<file path="config.mk">
export PLATFORM = sky130hd
export DESIGN_NAME = sram_controller
export DESIGN_NICKNAME = d
export VERILOG_FILES = /design/src/rtl/sram_controller.sv
export SDC_FILE = /design/constraint.sdc
export NUM_CORES = 1
export LEC_CHECK = 0
export ABC_AREA = 1
export CORE_UTILIZATION = 25
export DETAILED_ROUTE_END_ITERATION = 10
export GPL_TIMING_DRIVEN = 0
export PLACE_DENSITY = 0.66
export SLEW_MARGIN = 20
export SYNTH_ARGS = -nofsm -noshare
export SYNTH_HDL_FRONTEND = slang
export SYNTH_SLANG_ARGS = --single-unit
export TNS_END_PERCENT = 20
</file>
<file path="constraint.sdc">
create_clock -name clk -period 1.64 [get_ports clk]
set_clock_uncertainty 0.05 [all_clocks]
set_input_delay 0.164 -clock clk [delete_from_list [all_inputs] [get_ports clk]]
set_output_delay 0.164 -clock clk [all_outputs]
set_load 0.005 [all_outputs]
</file>
<file path="src/rtl/sram_controller.sv">
// MEM-stage data memory front end: splits each 32-bit load/store into two
// halfword phases on a 16-bit asynchronous SRAM, holding `ready` low meanwhile.
module sram_controller #(
  parameter logic [31:0] BASE_ADDR   = 32'd1024,
  parameter int          SRAM_ADDR_W = 18,
  parameter int          WAIT_CYCLES = 2
) (
  input  logic                   clk,
  input  logic                   rst,
  input  logic                   rd_en,
  input  logic                   wr_en,
  input  logic [31:0]            address,
  input  logic [31:0]            write_data,
  output logic [31:0]            read_data,
  output logic                   ready,
  output logic [SRAM_ADDR_W-1:0] sram_addr,
  output logic [15:0]            sram_dq_out,
  output logic                   sram_dq_oe,
  input  logic [15:0]            sram_dq_in,
  output logic                   sram_we_n
);

  localparam logic [1:0] IDLE = 2'd0;
  localparam logic [1:0] LOW  = 2'd1;
  localparam logic [1:0] HIGH = 2'd2;
  localparam logic [1:0] DONE = 2'd3;

  localparam int             CNT_W    = (WAIT_CYCLES > 1) ? $clog2(WAIT_CYCLES) : 1;
  localparam logic [CNT_W-1:0] CNT_LAST = CNT_W'(WAIT_CYCLES - 1);

  logic [1:0]             state;
  logic [CNT_W-1:0]       count;
  logic                   is_write;
  logic [15:0]            low_hold;
  logic [31:0]            offset;
  logic [SRAM_ADDR_W-2:0] idx;
  logic                   phase_last;
  logic                   unused_offset;

  // Word index relative to the base; the subtraction wraps so addresses below
  // BASE_ADDR land at the top of the SRAM.
  assign offset        = address - BASE_ADDR;
  assign idx           = offset[SRAM_ADDR_W:2];
  assign unused_offset = ^{offset[31:SRAM_ADDR_W+1], offset[1:0]};
  assign phase_last    = (count == CNT_LAST);

  always_ff @(posedge clk) begin
    if (rst) begin
      state     <= IDLE;
      count     <= '0;
      is_write  <= 1'b0;
      read_data <= '0;
    end else begin
      case (state)
        IDLE: begin
          count <= '0;
          if (rd_en || wr_en) begin
            state    <= LOW;
            is_write <= wr_en;
          end
        end
        LOW: begin
          if (phase_last) begin
            state <= HIGH;
            count <= '0;
          end else begin
            count <= count + CNT_W'(1);
          end
        end
        HIGH: begin
          if (phase_last) begin
            state <= DONE;
            count <= '0;
            if (!is_write) read_data <= {sram_dq_in, low_hold};
          end else begin
            count <= count + CNT_W'(1);
          end
        end
        default: begin
          state <= IDLE;
          count <= '0;
        end
      endcase
    end
  end

  // Low halfword is sampled at the end of its phase, after the full wait time.
  always_ff @(posedge clk) begin
    if (state == LOW && phase_last && !is_write) low_hold <= sram_dq_in;
  end

  always_comb begin
    ready = (state == DONE) || (state == IDLE && !rd_en && !wr_en);
  end

  always_comb begin
    sram_addr   = '0;
    sram_dq_out = '0;
    sram_dq_oe  = 1'b0;
    sram_we_n   = 1'b1;
    if (state == LOW || state == HIGH) begin
      sram_addr = {idx, (state == HIGH)};
      if (is_write) begin
        sram_dq_out = (state == HIGH) ? write_data[31:16] : write_data[15:0];
        sram_dq_oe  = 1'b1;
        sram_we_n   = 1'b0;
      end
    end
  end

endmodule

</file>
==> Word-level counts from Yosys, hierarchy flattened <==
Index checks and enable logic that the tools add are counted.
{ "classes": {"add_sub_neg": 2, "n_eq_ne": 6, "mux": 12, "bitwise": 2, "reduce_logical": 16} }
{ "ops": {"columns": ["operator", "count"], "rows": [
  ["$mux 16", 3],
  ["$sub 19x11->19 const B", 1],
  ["$mux 18", 1],
  ["$mux 2", 3],
  ["$ne 2x2->1 const B", 3],
  ["$pmux 2 s3", 1],
  ["$reduce_and 3->1", 2],
  ["$eq 2x2->1 const B", 2],
  ["$logic_and 1x1->1", 4],
  ["$mux 1", 4],
  ["$logic_not 1->1", 3],
  ["$logic_or 1x1->1", 3],
  ["$reduce_or 3->1", 1],
  ["$eq 2x1->1 const B", 1],
  ["$logic_not 2->1", 1],
  ["$not 1->1", 2],
  ["$reduce_and 2->1", 1],
  ["$reduce_or 2->1", 1],
  ["$add 1x1->1 const B", 1]
]} }
{ "totals": {"regBits": 52, "in_bits": 84, "out_inout_bits": 69, "word_cells": 43} }

==> Longest topological paths before layout <==
{ "logic_depth": {"depth_word": 4, "mapped_depth": 7, "mapped_depth_nobuf": 7} }

==> Worst setup path before layout <==
No wires, ideal clock.
{ "synth_timing": {"path_type": "register to register", "start": "reg state[1]", "end": "reg low_hold[0] (enable)", "t_arrival_ps": 1307, "t_required_ps": 1202, "setup_slack_ps": -105, "stages_incl_launch_ff": 5, "n_path_buf": 0, "period_less_slack_ps": 1745, "cell_sequence": "dfxtp_1 -> inv_1 -> ha_1 -> nand2_1 -> nor2_1"} }
{ "synth_between": {"elab_chain_cells": 3} }
{ "synth_lines": {"columns": ["item", "line_no", "source"], "rows": [
  ["from (decl)", "31", "logic [1:0] state;"],
  ["from (signal assigned)", "49", "state <= IDLE;"],
  ["from (signal assigned)", "58", "state <= LOW;"],
  ["from (signal assigned)", "64", "state <= HIGH;"],
  ["$eq 2x1->1", "89", "if (state == LOW && phase_last && !is_write) low_hold <= sram_dq_in;"],
  ["$logic_and 1x1->1 (2 in a row)", "89", null],
  ["to (signal assigned)", "89", null],
  ["to (decl)", "34", "logic [15:0] low_hold;"]
]} }
Every way passes these cells.
A chain may end at the register's enable or synchronous reset.

==> Worst setup path after layout <==
{ "layout_timing": {"start": "reg state[0]", "end": "out sram_dq_out[10]"} }
{ "layout_between": {"elab_chain_cells": 4, "elab_cells_between_ends": 6, "classes_between": "eq/ne (2); mux (3); reduce/logical (1)"} }
{ "layout_lines": {"columns": ["item", "line_no", "source"], "rows": [
  ["$eq 2x2->1", "101, 104", null],
  ["$mux 16", "104", "sram_dq_out = (state == HIGH) ? write_data[31:16] : write_data[15:0];"],
  ["$mux 16", "103", "if (is_write) begin"],
  ["$mux 16 (*)", "101", "if (state == LOW || state == HIGH) begin"],
  ["to (decl)", "17", "output logic [15:0] sram_dq_out,"]
]} }
Every way passes the cells marked *; elsewhere a longest branch is shown, timed or not.

==> flow_metrics.py <==
metrics = {
    "timing": {
        "finalCritPeriodShare_pct": 115,
        "max_freq_ghz": 0.529,
        "setup_violations": 51,
        "timing.final.ws_setup_ps": -250,
        "worst_pin_slew_ps": 804,
        "fin_crit_ps": 1890,
        "tns_ps": -7120,
        "drv_slew": 0,
        "slew_headroom_pct": 46.4,
        "hold_viol": 0,
        "rsz0062_at_grt": "yes",
    },
    "synthesis": {
        "yosys.area.top_type": "dfxtp_1",
        "ys_types": 22,
        "ys_ff_latch": 52,
        "synth_area_per_cell_sq_um": 7.86,
        "synth_commonest_cells": "nand2_1, nor2_1, a21oi_1, nand3_1, dfxtp_1",
        "async_flop_share_pct": 0,
        "netlist_area_sq_um": 2480,
        "yosys_warnings": 0,
        "synth_most_common_cell": "nand2_1",
        "synth_nets": 405,
        "yosysSeqAreaShare_pct": 48.3,
        "synthCells": 316,
        "synth_flop_cell": "dfxtp_1",
        "netlist.area_leader.share_pct": 29.0,
        "synth_edf_count": 16,
        "synth_area_leaders": "dfxtp_1, edfxtp_1, nand2_1, a21oi_1, nand3_1",
    },
    "flow_run": {
        "cap_viol_max_count": 0,
    },
    "setup_path": {
        "r2r-start": "state[0]",
        "crit_type": "register to primary output",
        "worstReg2RegEnd": "low_hold[7]",
        "cp_data_required_time_ps": 1430,
        "critPathCaptureType": "primary output",
        "cp.arrival_ps": 1680,
        "r2r_setup_slack_ps": -160,
        "critPathMaxFanout": 7,
        "rr_worst_depth": 4,
        "cp-start-kind": "register",
    },
    "global_route": {
        "antenna_found_initial": 0,
        "grt_usage_pct": 15.5,
        "grt_pass1_vias": 2741,
        "grt_pass1_wl_mm": 12.6,
        "grt_max_degree": 17,
        "grt_overflow_total": 0,
    },
    "route": {
        "num_vias": 2721,
        "drt_iter0_drc": 45,
        "drtAntennaViolNets": 0,
        "vias_per_cell": 4.40,
        "dr.pass1.iters": 4,
        "drc": 0,
        "wl_mm": 8.13,
        "wl_per_cell_microns": 13.2,
    },
    "floorplanning": {
        "row_count": 36,
        "die_height_microns": 102,
        "die_area_sq_um": 10300,
        "num_io_pins": 153,
        "core_area_sq_um": 9680,
        "initial_core_util_pct": 25.7,
        "chipWidth_microns": 102,
    },
    "placed_design": {
        "portBuffers": 136,
        "hpwl_mm": 5.77,
        "post-place-cells": 585,
        "gp_congestion": 0.728,
    },
    "clock_network": {
        "cts_buffers": 5,
        "clockBufferDepth": 2,
        "clockRootBuffer": "clkbuf_8",
        "cts_tree": "built",
        "htree_levels": 2,
        "clock_sinks": 52,
        "cts_hold_buf": 0,
        "clkTransAtPathRegs_ps": 90,
        "clk_latency_ps": 300,
    },
    "cells_and_area": {
        "layout-drive-gt1-share_pct": 29.1,
        "fill_cells": 931,
        "stdcell_count": 618,
        "nets": 573,
        "area_delta_synth_final_pct": 82.3,
        "post-route-util_pct": 46.8,
        "num_antenna_cells": 0,
    },
    "worst_hold_path": {
        "hold_class": "input pin to register",
        "min_to": "read_data[24]",
        "min_from": "rst",
        "hold_depth": 2,
    },
    "outcome": {
        "status": "finished, violations left",
        "violations": "setup timing",
    },
    "pwr": {
        "peakVddDrop_uv": 800,
        "p_per_area_nw_per_um2": 1270,
        "leakagePower_nw": 1.84,
    },
}
metrics by stage:
step / worst slack [ps] / instance area (sq um) / hold slack (ps) / power [mW]
5_1_grt: -328 / 4530 / 236 / 6.17
6_report: -250 / 4530 / 212 / 5.77
4_1_cts: -224 / 4460 / 204 / 5.58
3_5_place_dp: -590 / 4020 / 406 / 3.91
3_3_place_gp: -543 / 4020 / 399 / 3.87
2_1_floorplan: 117 / 2490 / 213 / 2.77
sequential cells by signal (all words and copies together) (netlist names):
signal,cells
state,2
count,1
low_hold,16
read_data,32
is_write,1
kinds of logic (layout without fill, tap and decap cells):
group / count (synthesis) / in the layout / share of synthesized area [%]
simple gates: 166 / 166 / 28.7
flops: 52 / 52 / 48.3
buf+inv: 47 / 216 / 10.8
fa+ha+maj: 5 / 5 / 2.52
compound gates: 46 / 46 / 9.72
worst max-delay path, stage by stage, from the launching register on:
cell and delay [ps]:
dfxtp_2 370, inv_4 50, ha_4 270, buf_8 120
nand2_8 90, buf_16 170, nor3_4 180, buf_2 130
worst max path at each step:
| stage | end | start | slack [ps] |
|---|---|---|---|
| 3_5_place_dp | sram_dq_out[11] | state[1] | -590 |
| 6_report | sram_dq_out[10] | state[0] | -250 |
| 5_1_grt | sram_dq_out[10] | state[0] | -330 |
| 2_1_floorplan | sram_dq_out[10] | state[0] | 120 |
| 4_1_cts | sram_dq_out[7] | state[1] | -220 |
| 3_3_place_gp | sram_dq_out[12] | state[0] | -540 |
power breakdown:
part	switching, mW	internal [mW]	total (mW)
combinational	1.61	1.77	3.37
sequential	0.0797	1.45	1.53
clock	0.414	0.452	0.866
timing repair:
| action | 4_1_cts | 5_1_grt |
|---|---|---|
| endpoints found under the setup margin | 53 | 52 |
| setup buffers | 18 | 5 |
| pin swaps | 16 | 5 |
| resized for setup | 198 | 30 |
| cloned | 4 | 0 |
metal layers:
metal / track usage, % / vias to the layer above / routed length (microns)
met5: 0 / - / 0
met4: 4.46 / 0 / 159
met3: 3.31 / 16 / 432
met2: 28.5 / 79 / 4190
met1: 17.9 / 1262 / 3350
li1: - / 1364 / -
final cells by class:
type	count	area, sq um	area share [%]
timing repair buffer	163	1500	33.0
multi-input combinational	217	1240	27.5
sequential	52	1200	26.6
buffer	18	190	4.20
tap	133	166	3.67
inverter	27	119	2.62
clock buffer	5	68.8	1.52
clock inverter	3	42.5	0.939
layout by cell type, fill, tap and decap left out, types with 4 or more instances in the layout:
cell type / instances
a21oi_1: 37
buf_2: 30
buf_4: 17
buf_6: 18
clkbuf_8: 5
clkdlybuf4s50_1: 98
dfxtp_1: 34
edfxtp_1: 16
inv_1: 20
inv_2: 4
nand2_1: 53
nand2_2: 6
nand3_1: 38
nor2_1: 33
nor2_2: 11
nor2_4: 5
nor3_2: 10
nor3_4: 5
(Power assumes the default switching activity.)
